### config.mk
export PLATFORM = sky130hd
export DESIGN_NAME = spi_slave_cfg_ctrl
export DESIGN_NICKNAME = d
export VERILOG_FILES = /design/src/rtl/spi_slave_pkg.sv /design/src/rtl/spi_cfg_timeout.sv /design/src/rtl/spi_slave_cfg_ctrl.sv
export SDC_FILE = /design/constraint.sdc
export NUM_CORES = 1
export LEC_CHECK = 0
export BUFFER_PORTS_ARGS = -buffer_cell sky130_fd_sc_hd__buf_2
export CORE_UTILIZATION = 25
export CTS_BUF_LIST = sky130_fd_sc_hd__clkbuf_16
export DETAILED_ROUTE_END_ITERATION = 16
export GPL_TIMING_DRIVEN = 0
export HOLD_SLACK_MARGIN = 0.1
export PLACE_DENSITY = 0.44
export SLEW_MARGIN = 25
export SYNTH_ARGS = -nofsm -noshare
export SYNTH_HDL_FRONTEND = slang
export SYNTH_SLANG_ARGS = --single-unit
### constraint.sdc
create_clock -name clk -period 3.55 [get_ports clk]
set_input_delay 0.1775 -clock clk [delete_from_list [all_inputs] [get_ports clk]]
set_output_delay 0.1775 -clock clk [all_outputs]
set_load 0.005 [all_outputs]
### src/rtl/spi_slave_pkg.sv
// Shared definitions for the SPI slave configuration controller:
// FSM state encoding and default parameter values.
package spi_slave_pkg;

    localparam int NUM_REGS_DEF    = 2;
    localparam int REG_W_DEF       = 8;
    localparam int ACK_TIMEOUT_DEF = 255;

    typedef enum logic [2:0] {
        IDLE,
        WAIT_IDLE,
        WRITE,
        WAIT_ACK,
        DONE,
        ERR
    } cfg_state_e;

endpackage

### src/rtl/spi_cfg_timeout.sv
// Ack-timeout counter: cleared on each word write, counts cycles spent
// waiting for an ack, and flags expiry on the ACK_TIMEOUT-th waiting cycle.
import spi_slave_pkg::*;

module spi_cfg_timeout #(
    parameter int ACK_TIMEOUT = ACK_TIMEOUT_DEF
) (
    input  logic clk,
    input  logic rst,
    input  logic clear,
    input  logic enable,
    output logic expired
);

    localparam int CNT_W = $clog2(ACK_TIMEOUT + 1);
    localparam logic [CNT_W-1:0] LAST_CNT = CNT_W'(ACK_TIMEOUT - 1);

    logic [CNT_W-1:0] count_reg;

    always_ff @(posedge clk) begin
        if (rst) begin
            count_reg <= '0;
        end else if (clear) begin
            count_reg <= '0;
        end else if (enable) begin
            count_reg <= count_reg + CNT_W'(1);
        end
    end

    // Expiry is qualified by enable so a same-cycle ack always wins.
    assign expired = enable && (count_reg == LAST_CNT);

endmodule

### src/rtl/spi_slave_cfg_ctrl.sv
// Writes NUM_REGS configuration words to an SPI slave, one ack per word.
// Optional macro SPI_CFG_AUTO_START_EN starts a sequence right after reset.
import spi_slave_pkg::*;

module spi_slave_cfg_ctrl #(
    parameter int NUM_REGS    = NUM_REGS_DEF,
    parameter int REG_W       = REG_W_DEF,
    parameter int ACK_TIMEOUT = ACK_TIMEOUT_DEF
) (
    input  logic                      clk,
    input  logic                      rst,
    input  logic                      start,
    input  logic [NUM_REGS*REG_W-1:0] cfg_vals,
    input  logic                      slave_busy,
    input  logic                      reg_ack,
    output logic [REG_W-1:0]          reg_din,
    output logic                      reg_din_val,
    output logic                      cfg_busy,
    output logic                      done,
    output logic                      err
);

    localparam int IDX_W = (NUM_REGS > 1) ? $clog2(NUM_REGS) : 1;
    localparam logic [IDX_W-1:0] LAST_IDX = IDX_W'(NUM_REGS - 1);

    cfg_state_e       state_reg, state_next;
    logic [IDX_W-1:0] index_reg, index_next;
    logic             capture;
    logic             start_eff;
    logic             timeout_expired;

    logic [REG_W-1:0] cfg_words  [NUM_REGS];
    logic [REG_W-1:0] shadow_reg [NUM_REGS];

    logic [REG_W-1:0] reg_din_reg;
    logic             reg_din_val_reg;
    logic             cfg_busy_reg;
    logic             done_reg;
    logic             err_reg;

    genvar gi;
    generate
        for (gi = 0; gi < NUM_REGS; gi++) begin : g_words
            assign cfg_words[gi] = cfg_vals[gi*REG_W +: REG_W];
        end
    endgenerate

`ifdef SPI_CFG_AUTO_START_EN
    logic auto_start_reg;

    // High for exactly the first cycle after reset is released.
    always_ff @(posedge clk) begin
        if (rst) begin
            auto_start_reg <= 1'b1;
        end else begin
            auto_start_reg <= 1'b0;
        end
    end

    assign start_eff = start | auto_start_reg;
`else
    assign start_eff = start;
`endif

    spi_cfg_timeout #(
        .ACK_TIMEOUT(ACK_TIMEOUT)
    ) u_timeout (
        .clk     (clk),
        .rst     (rst),
        .clear   (state_reg == WRITE),
        .enable  ((state_reg == WAIT_ACK) && !reg_ack),
        .expired (timeout_expired)
    );

    always_comb begin
        state_next = state_reg;
        index_next = index_reg;
        capture    = 1'b0;
        case (state_reg)
            IDLE: begin
                if (start_eff) begin
                    capture    = 1'b1;
                    index_next = '0;
                    state_next = WAIT_IDLE;
                end
            end
            WAIT_IDLE: begin
                if (!slave_busy) begin
                    state_next = WRITE;
                end
            end
            WRITE: begin
                state_next = WAIT_ACK;
            end
            WAIT_ACK: begin
                if (reg_ack) begin
                    if (index_reg < LAST_IDX) begin
                        index_next = index_reg + IDX_W'(1);
                        state_next = WRITE;
                    end else begin
                        state_next = DONE;
                    end
                end else if (timeout_expired) begin
                    state_next = ERR;
                end
            end
            DONE:    state_next = IDLE;
            ERR:     state_next = IDLE;
            default: state_next = IDLE;
        endcase
    end

    // Outputs are registered from the next state so they line up with it.
    always_ff @(posedge clk) begin
        if (rst) begin
            state_reg       <= IDLE;
            index_reg       <= '0;
            reg_din_reg     <= '0;
            reg_din_val_reg <= 1'b0;
            cfg_busy_reg    <= 1'b0;
            done_reg        <= 1'b0;
            err_reg         <= 1'b0;
            for (int i = 0; i < NUM_REGS; i++) begin
                shadow_reg[i] <= '0;
            end
        end else begin
            state_reg       <= state_next;
            index_reg       <= index_next;
            reg_din_val_reg <= (state_next == WRITE);
            done_reg        <= (state_next == DONE);
            cfg_busy_reg    <= (state_next == WAIT_IDLE) || (state_next == WRITE) ||
                               (state_next == WAIT_ACK);
            if (capture) begin
                shadow_reg <= cfg_words;
            end
            if (state_next == WRITE) begin
                reg_din_reg <= shadow_reg[index_next];
            end
            if (capture) begin
                err_reg <= 1'b0;
            end else if (state_next == ERR) begin
                err_reg <= 1'b1;
            end
        end
    end

    assign reg_din     = reg_din_reg;
    assign reg_din_val = reg_din_val_reg;
    assign cfg_busy    = cfg_busy_reg;
    assign done        = done_reg;
    assign err         = err_reg;

endmodule

==> flow_metrics.tcl <==
set metrics [dict create \
    synth_cells 186 \
    p_sw_frac 0.229 \
    synth_most_common_cell "dfxtp_1" \
    fin_nets 247 \
    dp_hpwl_um 2580 \
    cts_setup_buffers 0 \
    initial_core_util 0.259 \
    gp_routability_congestion 0.778 \
    synth_nets 209 \
    drive_above_1_share 0.222 \
    critPathSlowestCell "or3b_1" \
    yosys_register_bits 40 \
    clkTransAtPathRegs_ns 0.06 \
    status "complete, no violations" \
    drv_slew 0 \
    fill_cells 708 \
    ys_warn_count 0 \
    cts_resized 0 \
    drt_iter0_markers 40 \
    grt_usage 0.115 \
    crit_arrival_ns 1.97 \
    post-route-min-period_ns 1.76 \
    wl_per_cell_um 11.9 \
    syn_to_final_growth_pct 25.4 \
    vias 1356 \
    startpoint_type "register" \
    io_pins 33 \
    grt_antenna_before_repair 0 \
    placed_area_um2 1880 \
    cts.htree.levels 2 \
    cts_tree "built" \
    die_width_um 82.8 \
    cts_buffers 5 \
    tightest_slew_ns 0.520 \
    yosysSeqAreaShare 0.490 \
    grt_pass1_wl_um 6200 \
    cts-root-buf "clkbuf_16" \
    grt_start_max_net_pins 13 \
    port-buffer-count 31 \
    leakage_nw 0.799 \
    p_int_mw 0.850 \
    grt_pass1_vias 1314 \
    die_height_um 82.8 \
    drt-vias-per-instance 4.49 \
    power.clock.fraction 0.454 \
    async_flop_share 0 \
    switchingPower_mw 0.252 \
    power_frac_comb 0.105 \
    synth_top_cell_by_area "dfxtp_1" \
    hold_path.class "in -> reg" \
    routed_wl_um 3600 \
    largest_reg_flops 16 \
    die-area_um2 6860 \
    setup_violations 0 \
    maxCapViolCount 0 \
    p_seq_frac 0.441 \
    syn-cell-area_um2 1630 \
    insertion_delay_ns 0.28 \
    n_antenna_cell 0 \
    antenna_left 0 \
    cp-end-kind "register" \
    fmax_mhz 568 \
    ir_drop_mv 0.241 \
    crit_path_cell_trace "buf_4, or3b_1, a2bb2oi_2, a21oi_4, buf_6, nor2_2, a211oi_2" \
    rows 29 \
    crit_family "compound AO/OA/AOI/OAI gates" \
    synth_top_cells_by_area "dfxtp_1 (49%), nand2_1 (8.5%), a21oi_1 (6.1%)" \
    multi_input_area_um2 764 \
    synth.top_cells.by_count "dfxtp_1 (40), nand2_1 (37), a21oi_1 (20)" \
    fin_ws_ns 1.79 \
    ys.flop_type "dfxtp_1" \
    cts_num_sinks 40 \
    worst-path-buf-inv 2 \
    fin_crit_sh 0.496 \
    power_mw 1.10 \
    ys_types 35 \
    firstDrtPassIters 4 \
    drc 0 \
    fin_util 0.324 \
    worstSetupPathType "reg -> reg" \
    clockBufferDepth 2 \
    clock_skew_ns 0.00556 \
    synth_edf_count 0 \
    cp_max_fo 10 \
    slew_headroom 0.653 \
    required_ns 3.75 \
    hold_buffers 0 \
    regArea_um2 801 \
    tns_ns 0 \
    stdcell_area_um2 2050 \
    crit_path_max_incr_delay_ns 0.39 \
    core-area_um2 6310 \
    dp_worst_setup_slack_ns 1.79 \
    p_per_area_nw_per_um2 538 \
    synth_top_area_frac 0.490 \
    grt_overflow 0 \
    hold_violations 0 \
    avgSynthCellArea_um2 8.78 \
    rsz0062_at_grt "no" \
]
==> path summary, 6_finish.rpt <==
kind	start	end	slack (ns)	cells past startpoint
worst max register to register	state_reg[0]	reg_din[2]	1.79	7
worst min-delay path	cfg_vals[1]	shadow_reg[9]	0.13	3
worst max-delay path	state_reg[0]	reg_din[2]	1.79	7
worst min register to register	shadow_reg[7]	shadow_reg[7]	0.45	2
==> logic make-up (layout without fill, tap and decap cells) <==
family | Yosys count | in the layout | synth area share
DFF | 40 | 40 | 0.490
AOI/OAI and AO/OA | 37 | 37 | 0.148
buffers and inverters | 14 | 53 | 0.0414
adders and majority gates | 2 | 2 | 0.0153
muxes | 8 | 8 | 0.0490
xor gates and xnor gates | 6 | 6 | 0.0322
and+or+nand+nor | 79 | 79 | 0.224
==> cell usage in the layout, fill, tap and decap left out, types with 2 or more instances in the layout <==
cell type	synthesis	routed
o21ai_0	3	3
buf_2	3	34
xor2_1	5	5
dfxtp_1	40	40
a21oi_1	20	20
a211oi_1	9	9
clkbuf_16	0	5
inv_1	4	5
nand4_1	3	3
ha_1	2	2
nand2_1	37	37
or3b_1	2	2
nor2_1	19	19
nor2_2	2	2
nor3_1	5	5
clkbuf_1	4	4
nand2b_1	2	2
mux2i_1	8	8
==> worst reg2reg max path, cell delays in order, from the launching register on <==
cell	delay [ns]
dfxtp_1	0.31
buf_4	0.14
or3b_1	0.39
a2bb2oi_2	0.17
a21oi_4	0.26
buf_6	0.20
nor2_2	0.04
a211oi_2	0.17
==> metal layers <==
metal,global-route usage,routed length [µm],vias up
li1,-,-,710
met1,0.145,1740,612
met2,0.185,1630,28
met3,0.0318,161,6
met4,0.0517,72,0
met5,0,0,-
==> power by group through the flow <==
| stage | Sequential [mW] | Combinational, mW | Clock (mW) |
|---|---|---|---|
| 2_1_floorplan | 0.495 | 0.0766 | 0 |
| 3_5_place_dp | 0.496 | 0.118 | 0 |
| 5_1_grt | 0.489 | 0.132 | 0.537 |
| 4_1_cts | 0.486 | 0.119 | 0.516 |
| 3_3_place_gp | 0.496 | 0.119 | 0 |
| 6_report | 0.486 | 0.115 | 0.500 |
==> area by class of cell <==
cell class | instances | share of cell area
Buffer | 10 | 0.0257
Clock buffer | 5 | 0.0611
Clock inverter | 3 | 0.0189
Inverter | 4 | 0.00733
Multi-Input combinational cell | 132 | 0.373
Sequential cell | 40 | 0.391
Tap cell | 77 | 0.0470
Timing Repair Buffer | 31 | 0.0757
==> per-stage QoR <==
step | hold slack (ns) | std cells
2_1_floorplan | 0.313 | 186
3_3_place_gp | 0.423 | 294
3_5_place_dp | 0.422 | 294
4_1_cts | 0.120 | 302
5_1_grt | 0.135 | 302
6_report | 0.128 | 302
Power figures use the tool's default switching activity.
